$ cat src/rtl/xadc_drp_reader.sv
// Reads one XADC DRP channel after every end-of-conversion and emits a
// boxcar average of 2^AVG_LOG2 readings; a missing drdy sets a sticky error.
module xadc_drp_reader #(
    parameter logic [6:0] CHANNEL_ADDR = 7'h1E,
    parameter int         AVG_LOG2     = 2,
    parameter int         TIMEOUT      = 63
) (
    input  logic        clk,
    input  logic        rst,
    input  logic        eoc,
    input  logic        drdy,
    input  logic [15:0] dout,
    output logic        den,
    output logic [6:0]  daddr,
    output logic [7:0]  sample,
    output logic        sample_valid,
    output logic        timeout_err
);

    localparam int         ACC_W    = 12 + AVG_LOG2;
    localparam int         CNT_W    = (AVG_LOG2 > 0) ? AVG_LOG2 : 1;
    localparam logic [7:0] TO_LIMIT = 8'(TIMEOUT);

    typedef enum logic [1:0] {
        IDLE,
        REQ,
        WAIT
    } state_t;

    state_t           r_state;
    state_t           w_nextState;
    logic [7:0]       r_toCnt;
    logic [ACC_W-1:0] r_acc;
    logic [CNT_W-1:0] r_rdCnt;
    logic [7:0]       r_sample;
    logic             r_valid;
    logic             r_err;

    logic             w_capture;
    logic             w_timeout;
    logic             w_lastRead;
    logic [7:0]       w_toNext;
    logic [ACC_W-1:0] w_sum;
    logic [11:0]      w_mean;
    logic             w_unused;

    assign daddr        = CHANNEL_ADDR;
    assign sample       = r_sample;
    assign sample_valid = r_valid;
    assign timeout_err  = r_err;

    // drdy takes priority over a timeout landing on the same edge
    assign w_toNext   = r_toCnt + 8'd1;
    assign w_capture  = (r_state == WAIT) && drdy;
    assign w_timeout  = (r_state == WAIT) && !drdy && (w_toNext == TO_LIMIT);
    assign w_sum      = r_acc + ACC_W'(dout[15:4]);
    assign w_mean     = 12'(w_sum >> AVG_LOG2);
    assign w_lastRead = (AVG_LOG2 == 0) || (r_rdCnt == '1);
    assign w_unused   = ^{dout[3:0], w_mean[3:0]};

    always_ff @(posedge clk or posedge rst) begin
        if (rst) begin
            r_state <= IDLE;
        end else begin
            r_state <= w_nextState;
        end
    end

    always_comb begin
        w_nextState = r_state;
        den         = 1'b0;
        case (r_state)
            IDLE: begin
                if (eoc) begin
                    w_nextState = REQ;
                end
            end
            REQ: begin
                den         = 1'b1;
                w_nextState = WAIT;
            end
            WAIT: begin
                if (drdy || (w_toNext == TO_LIMIT)) begin
                    w_nextState = IDLE;
                end
            end
            default: w_nextState = IDLE;
        endcase
    end

    always_ff @(posedge clk or posedge rst) begin
        if (rst) begin
            r_toCnt  <= 8'd0;
            r_acc    <= '0;
            r_rdCnt  <= '0;
            r_sample <= 8'h00;
            r_valid  <= 1'b0;
            r_err    <= 1'b0;
        end else begin
            r_valid <= 1'b0;
            if (r_state == REQ) begin
                r_toCnt <= 8'd0;
            end else if ((r_state == WAIT) && !drdy) begin
                r_toCnt <= w_toNext;
            end
            if (w_timeout) begin
                r_err <= 1'b1;
            end
            // the completing reading folds straight into the published mean
            if (w_capture) begin
                if (w_lastRead) begin
                    r_sample <= w_mean[11:4];
                    r_valid  <= 1'b1;
                    r_acc    <= '0;
                    r_rdCnt  <= '0;
                end else begin
                    r_acc   <= w_sum;
                    r_rdCnt <= r_rdCnt + CNT_W'(1);
                end
            end
        end
    end

endmodule

$ cat config.mk
export PLATFORM = sky130hd
export DESIGN_NAME = xadc_drp_reader
export DESIGN_NICKNAME = d
export VERILOG_FILES = /design/src/rtl/xadc_drp_reader.sv
export SDC_FILE = /design/constraint.sdc
export NUM_CORES = 1
export LEC_CHECK = 0
export ABC_CLOCK_PERIOD_IN_PS = 2700
export BUFFER_PORTS_ARGS = -buffer_cell sky130_fd_sc_hd__clkbuf_2
export CAP_MARGIN = 20
export CORE_ASPECT_RATIO = 0.6
export CORE_UTILIZATION = 26
export DETAILED_ROUTE_END_ITERATION = 16
export HOLD_SLACK_MARGIN = 0.05
export PLACE_DENSITY = 0.41
export SLEW_MARGIN = 20
export SYNTH_ARGS = -nofsm -noshare
export SYNTH_HDL_FRONTEND = slang
export SYNTH_SLANG_ARGS = --single-unit
$ cat constraint.sdc
create_clock -name clk -period 2.7 [get_ports clk]
set_input_delay 0.405 -clock clk [delete_from_list [all_inputs] [get_ports clk]]
set_output_delay 0.405 -clock clk [all_outputs]
set_load 0.05 [all_outputs]
==> metrics.csv, run 1 <==
metric;value;unit
synthCells;223;
end_kind;flop;
coreArea;7883;µm²
r2r_start;r_acc[0];
startpoint_type;flop;
crit_chain;ha_1 > fa_1 > a21oi_1 > o21ai_1 > a21oi_1 > a21oi_1 > xnor2_1 > o21ai_0;
wl_per_cell;13.16;µm
synth_area_leaders;dfrtp_1 43%, ha_1 8.9%, nand2_1 6.9%;
synth_flop_cell;dfrtp_1;
p_leak;1.225;nW
postCtsHoldBufs;0;
yosysMostFrequentCell;nand2_1;
drv_slew;0;
synth_cell_types;41;
worstHoldPathType;in2async;
path_class;reg2reg;
postRouteAntennaNets;0;
syn_to_final_growth;17.84;%
clock_tree.buffer_depth;2;
avgSynthCellArea;9.465;µm²
yosys.area.top_type;dfrtp_1;
vias;1619;
reg2reg_slack;380;ps
status;complete, no violations;
grt_max_degree;37;
crit_fanout;3;
fmax;431.0;MHz
ys_ff_latch;36;
worst_ep_required_time;2850;ps
clkSinkCount;36;
finalHoldViolCount;0;
start_util;26.78;%
rows;25;
num_io_pins;38;
io_buffers;26;
nFillCells;854;
post-cts-setup-buffers;0;
drive_above_1_share;18.58;%
slowest_stage;fa_1;
cts_tree;done;
synth_edf_count;0;
finish.utilization;31.56;%
synth_top_area_share;42.68;%
htreeDepth;2;
crit_buf_inv;0;
grt_usage;12.82;%
clk_latency;280;ps
viasPerCell;4.485;
hpwl;3613;µm
pre_cts_ws;270.2;ps
cts_resized;0;
die_area;8495;µm²
cts_buffers;5;
reg2reg_to;r_acc[10];
nNetsFinal;289;
path_delay_family;compound AO/OA/AOI/OAI gates;
synthArstFlopShare;100.0;%
drtIter0Drc;86;
wl;4750;µm
antenna_found_initial;0;
grt_pass1_vias;1544;
clkTransAtPathRegs;50;ps
overflow;0;
ys_top_cells_by_count;39 x nand2_1, 36 x dfrtp_1, 21 x o21ai_0, 15 x ha_1, 8 x nand3_1;
power_density;1076;nW/µm²
fin_crit;2320;ps
cts_root_buffer;clkbuf_16;
cap_violations;0;
fp.dieW;118.3;µm
setup_slack;379.9;ps
die_y;71.80;µm
ir_drop;0.0002430;V
gp_congestion;0.7719;
drc_errors;0;
syn_area;2111;µm²
drtPass1Iterations;4;
critPathArrivalTime;2470;ps
tns;0;ps
setup_viol_count_final;0;
rsz0062_at_grt;false;
max_stage_delay;410;ps
antennaDiodeCount;0;
reg2reg_depth;8;
yosysWarnings;0;
cp_common_cell;a21oi_1;
grt_pass1_wl;8335;µm
post-route-period-util;85.93;%
worst_clock_skew;3.175;ps
ys_seq_area_share;42.68;%
==> placed cells by master, fill, tap and decap left out, types with 6 or more instances in the layout <==
cell and instances:
a21oi_1 7, clkbuf_2 26, conb_1 7, dfrtp_1 36, ha_1 15, inv_1 7, nand2_1 39, nand2b_1 6
nand3_1 8, nor2_1 7, o21ai_0 21, o21ai_1 6, xnor2_1 7, xor2_1 6
==> metal layers <==
metal | track usage [%] | wire (µm) | up-vias | part of all wire, %
met5 | 0 | 0 | - | 0
met1 | 20.99 | 2912 | 756 | 61
met4 | 3.419 | 57 | 0 | 1.2
met2 | 15.56 | 1621 | 31 | 34
met3 | 3.344 | 158 | 7 | 3.3
li1 | - | - | 825 | -
==> final cells by class <==
class                           instances  area [µm²]  share of cell area (%)
Multi-Input combinational cell        173        1131                   45.47
Clock inverter                          1       5.005                  0.2012
Sequential cell                        36       900.9                   36.22
Inverter                                7       26.28                   1.056
Timing Repair Buffer                   30       160.2                   6.439
Tap cell                              108       135.1                   5.433
Clock buffer                            6       128.9                   5.181
==> kinds of logic (layout without fill, tap and decap cells) <==
logic type	count (synthesis)	in the layout	synth area share [%]
xor gates and xnor gates	13	13	5.394
muxes	2	2	1.067
adders and majority gates	16	16	9.840
and+or+nand+nor	74	74	16.54
AOI/OAI and AO/OA	61	61	19.50
buffers and inverters	19	44	4.624
other	2	7	0.3558
DFF	36	36	42.68
==> sequential cells by signal, indices dropped and copies added, names as in the netlist <==
signal and flops:
r_rdCnt 2, r_toCnt 8, sample_valid 1, r_acc 14, sample 8, timeout_err 1
r_state 2
==> tightest hold or removal path, delay by kind of cell <==
family	cells	cell delay, ps
buf+inv	3	540
==> how the worst max path moves through the flow <==
stage	start	to	slack [ps]	cells after the start
CTS	r_acc[0]	r_acc[10]	390	8
floorplan	dout[4]	sample[2]	710	8
detailed placement	dout[4]	r_acc[10]	270	9
global placement	dout[4]	sample[2]	310	9
global route	r_acc[0]	sample[4]	150	8
finish	r_acc[0]	r_acc[10]	380	8
==> power breakdown <==
| group | switching, mW | internal, mW | total [mW] |
|---|---|---|---|
| sequential | 0.122 | 0.714 | 0.836 |
| clock | 0.207 | 0.335 | 0.542 |
| combinational | 0.815 | 0.485 | 1.30 |
| total | 1.14 | 1.53 | 2.68 |
==> stage by stage <==
stage	instances	cell area (µm²)	hold slack [ps]	power (mW)
finish	361	2487	233.0	2.677
global route	361	2487	303.5	2.926
CTS	361	2487	253.9	2.719
detailed placement	354	2354	448.1	2.159
global placement	354	2354	444.9	2.151
floorplan	228	2130	449.8	1.859
No activity file was read; power rests on OpenSTA's default activity.
==> run 2, diff against run 1 <==
--- a/config.mk
+++ b/config.mk
@@ -5,6 +5,7 @@
 export SDC_FILE = /design/constraint.sdc
 export NUM_CORES = 1
 export LEC_CHECK = 0
+export ABC_AREA = 1
 export ABC_CLOCK_PERIOD_IN_PS = 2700
 export BUFFER_PORTS_ARGS = -buffer_cell sky130_fd_sc_hd__clkbuf_2
 export CAP_MARGIN = 20
==> run 2 against run 1 <==
Wire length grew 25%. Global-route usage grew 0.95 points. Power grew 15%. Die area grew 10%. Synthesized cell count grew 41%. Sequential power grew 3.5%. Sequential share of layout area shrank 3.3 points. Critical path type unchanged. Largest cell class unchanged. Largest power group unchanged. Highest routed layer unchanged.
==> metrics.csv, run 2 <==
metric;value;unit
status;complete, no violations;
fmax;520.3;MHz
viasPerCell;4.336;
yosysMostFrequentCell;nand2_1;
hpwl;4516;µm
crit_buf_inv;0;
gp_congestion;0.8024;
crit_chain;ha_1 > fa_1 > nand3_1 > nand3_2 > a21oi_1 > xnor2_1 > nand2_1 > nand2_1;
worst_clock_skew;5.422;ps
vias;1986;
synth_edf_count;0;
fin_crit;1922;ps
r2r_start;r_acc[0];
rsz0062_at_grt;false;
syn_to_final_growth;17.25;%
pre_cts_ws;649.1;ps
synth_flop_cell;dfrtp_1;
slowest_stage;fa_1;
reg2reg_slack;780;ps
postCtsHoldBufs;0;
rows;26;
yosysWarnings;0;
yosys.area.top_type;dfrtp_1;
grt_max_degree;37;
num_io_pins;38;
cp_common_cell;nand2_1;
start_util;27.10;%
grt_pass1_wl;9860;µm
ir_drop;0.0003843;V
path_delay_family;adder cells;
grt_pass1_vias;1862;
tns;0;ps
synth_top_area_share;38.56;%
drv_slew;0;
cts_tree;done;
layout_common_cells;112 x nand2_1, 39 x inv_1, 36 x dfrtp_1;
drive_above_1_share;13.29;%
layout_commonest_cell;nand2_1;
die_area;9380;µm²
relSlewSlack;66.50;%
synthCells;314;
die_y;75.42;µm
finalHoldViolCount;0;
clkSinkCount;36;
critPathArrivalTime;2150;ps
post-cts-setup-buffers;0;
ys_ff_latch;36;
io_buffers;26;
cts_resized;0;
ys_top_cells_by_count;112 x nand2_1, 39 x inv_1, 36 x dfrtp_1, 29 x nand3_1, 19 x nor2_1;
max_stage_delay;450;ps
path_class;reg2reg;
top_register;r_acc;
drc_errors;0;
antenna_found_initial;0;
worst_ep_required_time;2920;ps
drtPass1Iterations;4;
wl_per_cell;12.98;µm
p_leak;1.502;nW
clk_latency;280;ps
htreeDepth;2;
nNetsFinal;381;
synthArstFlopShare;100.0;%
setup_viol_count_final;0;
cap_violations;0;
cts_root_buffer;clkbuf_16;
worstHoldPathType;in2async;
drtIter0Drc;124;
fp.dieW;124.4;µm
syn_area;2336;µm²
overflow;0;
avgSynthCellArea;7.439;µm²
postRouteAntennaNets;0;
power_density;1120;nW/µm²
setup_slack;778.2;ps
cts_buffers;5;
post-route-period-util;71.18;%
clkTransAtPathRegs;60;ps
synth_cell_types;30;
grt_usage;13.77;%
end_kind;flop;
antennaDiodeCount;0;
largest_register_ffs;14;
crit_fanout;5;
ys_seq_area_share;38.56;%
coreArea;8621;µm²
worstMarginPinSlew;502.5;ps
synth_area_leaders;dfrtp_1 39%, nand2_1 18%, ha_1 8.0%;
clock_tree.buffer_depth;2;
reg2reg_depth;8;
wl;5947;µm
startpoint_type;flop;
reg2reg_to;sample[0];
-- run 2: changes by cell type after synthesis, sizes merged, moves of 4 or more --
cell,change
nand2,+73
inv,+36
nand3,+22
nor2,+16
o21ai,-11
nand2b,-6
a21o,-5
clkbuf,-5
and3,-4
xor2,-4
-- run 2: worst min-delay path, cell delays in order --
cell and delay (ps):
clkbuf_2 80, inv_1 40, buf_4 430
-- run 2: cell families after synthesis --
logic type                 share of synthesized area [%]
and+or+nand+nor                                    32.99
AOI/OAI and AO/OA                                  7.285
adders and majority gates                          8.891
DFF                                                38.56
xor gates and xnor gates                           2.250
other                                             0.3215
buffers and inverters                              9.695
-- run 2: metal layers --
layer | wire length, µm | GRT usage, %
met2 | 2008 | 17.56
met3 | 264 | 3.862
met5 | 0 | 0
met4 | 38 | 2.811
met1 | 3635 | 21.92
-- run 2: report_power, final --
part / switching, mW / total (mW) / internal, mW
combinational: 1.06 / 1.54 / 0.475
sequential: 0.125 / 0.865 / 0.739
clock: 0.229 / 0.664 / 0.434
-- run 2: worst max path at each step --
stage,end,cells after the start,from,slack (ps)
floorplan,sample[0],8,dout[4],970
global placement,sample[0],9,dout[4],620
detailed placement,sample[0],9,dout[4],650
CTS,sample[0],8,r_acc[0],760
global route,sample[0],8,r_acc[0],620
finish,sample[0],8,r_acc[0],780
-- run 2: cell type report --
class	count	area (µm²)
clock buffer	6	128.9
clock inverter	2	35.03
fill	951	5882
inverter	43	168.9
multi-input combinational	232	1227
sequential	36	900.9
tap	112	140.1
timing repair buffer	27	137.6
-- run 2: per-stage QoR --
| stage | total power, mW | util [%] | cell area, µm² | hold slack [ps] | cells |
|---|---|---|---|---|---|
| 3_5_place_dp | 2.415 | 29.87 | 2575 | 438.4 | 450 |
| 4_1_cts | 3.103 | 31.77 | 2739 | 243.2 | 458 |
| 2_1_floorplan | 2.068 | - | 2355 | 407.2 | 319 |
| 3_3_place_gp | 2.407 | 29.87 | 2575 | 419.9 | 450 |
| 5_1_grt | 3.343 | 31.77 | 2739 | 300.5 | 458 |
| 6_report | 3.068 | 31.77 | 2739 | 220.6 | 458 |
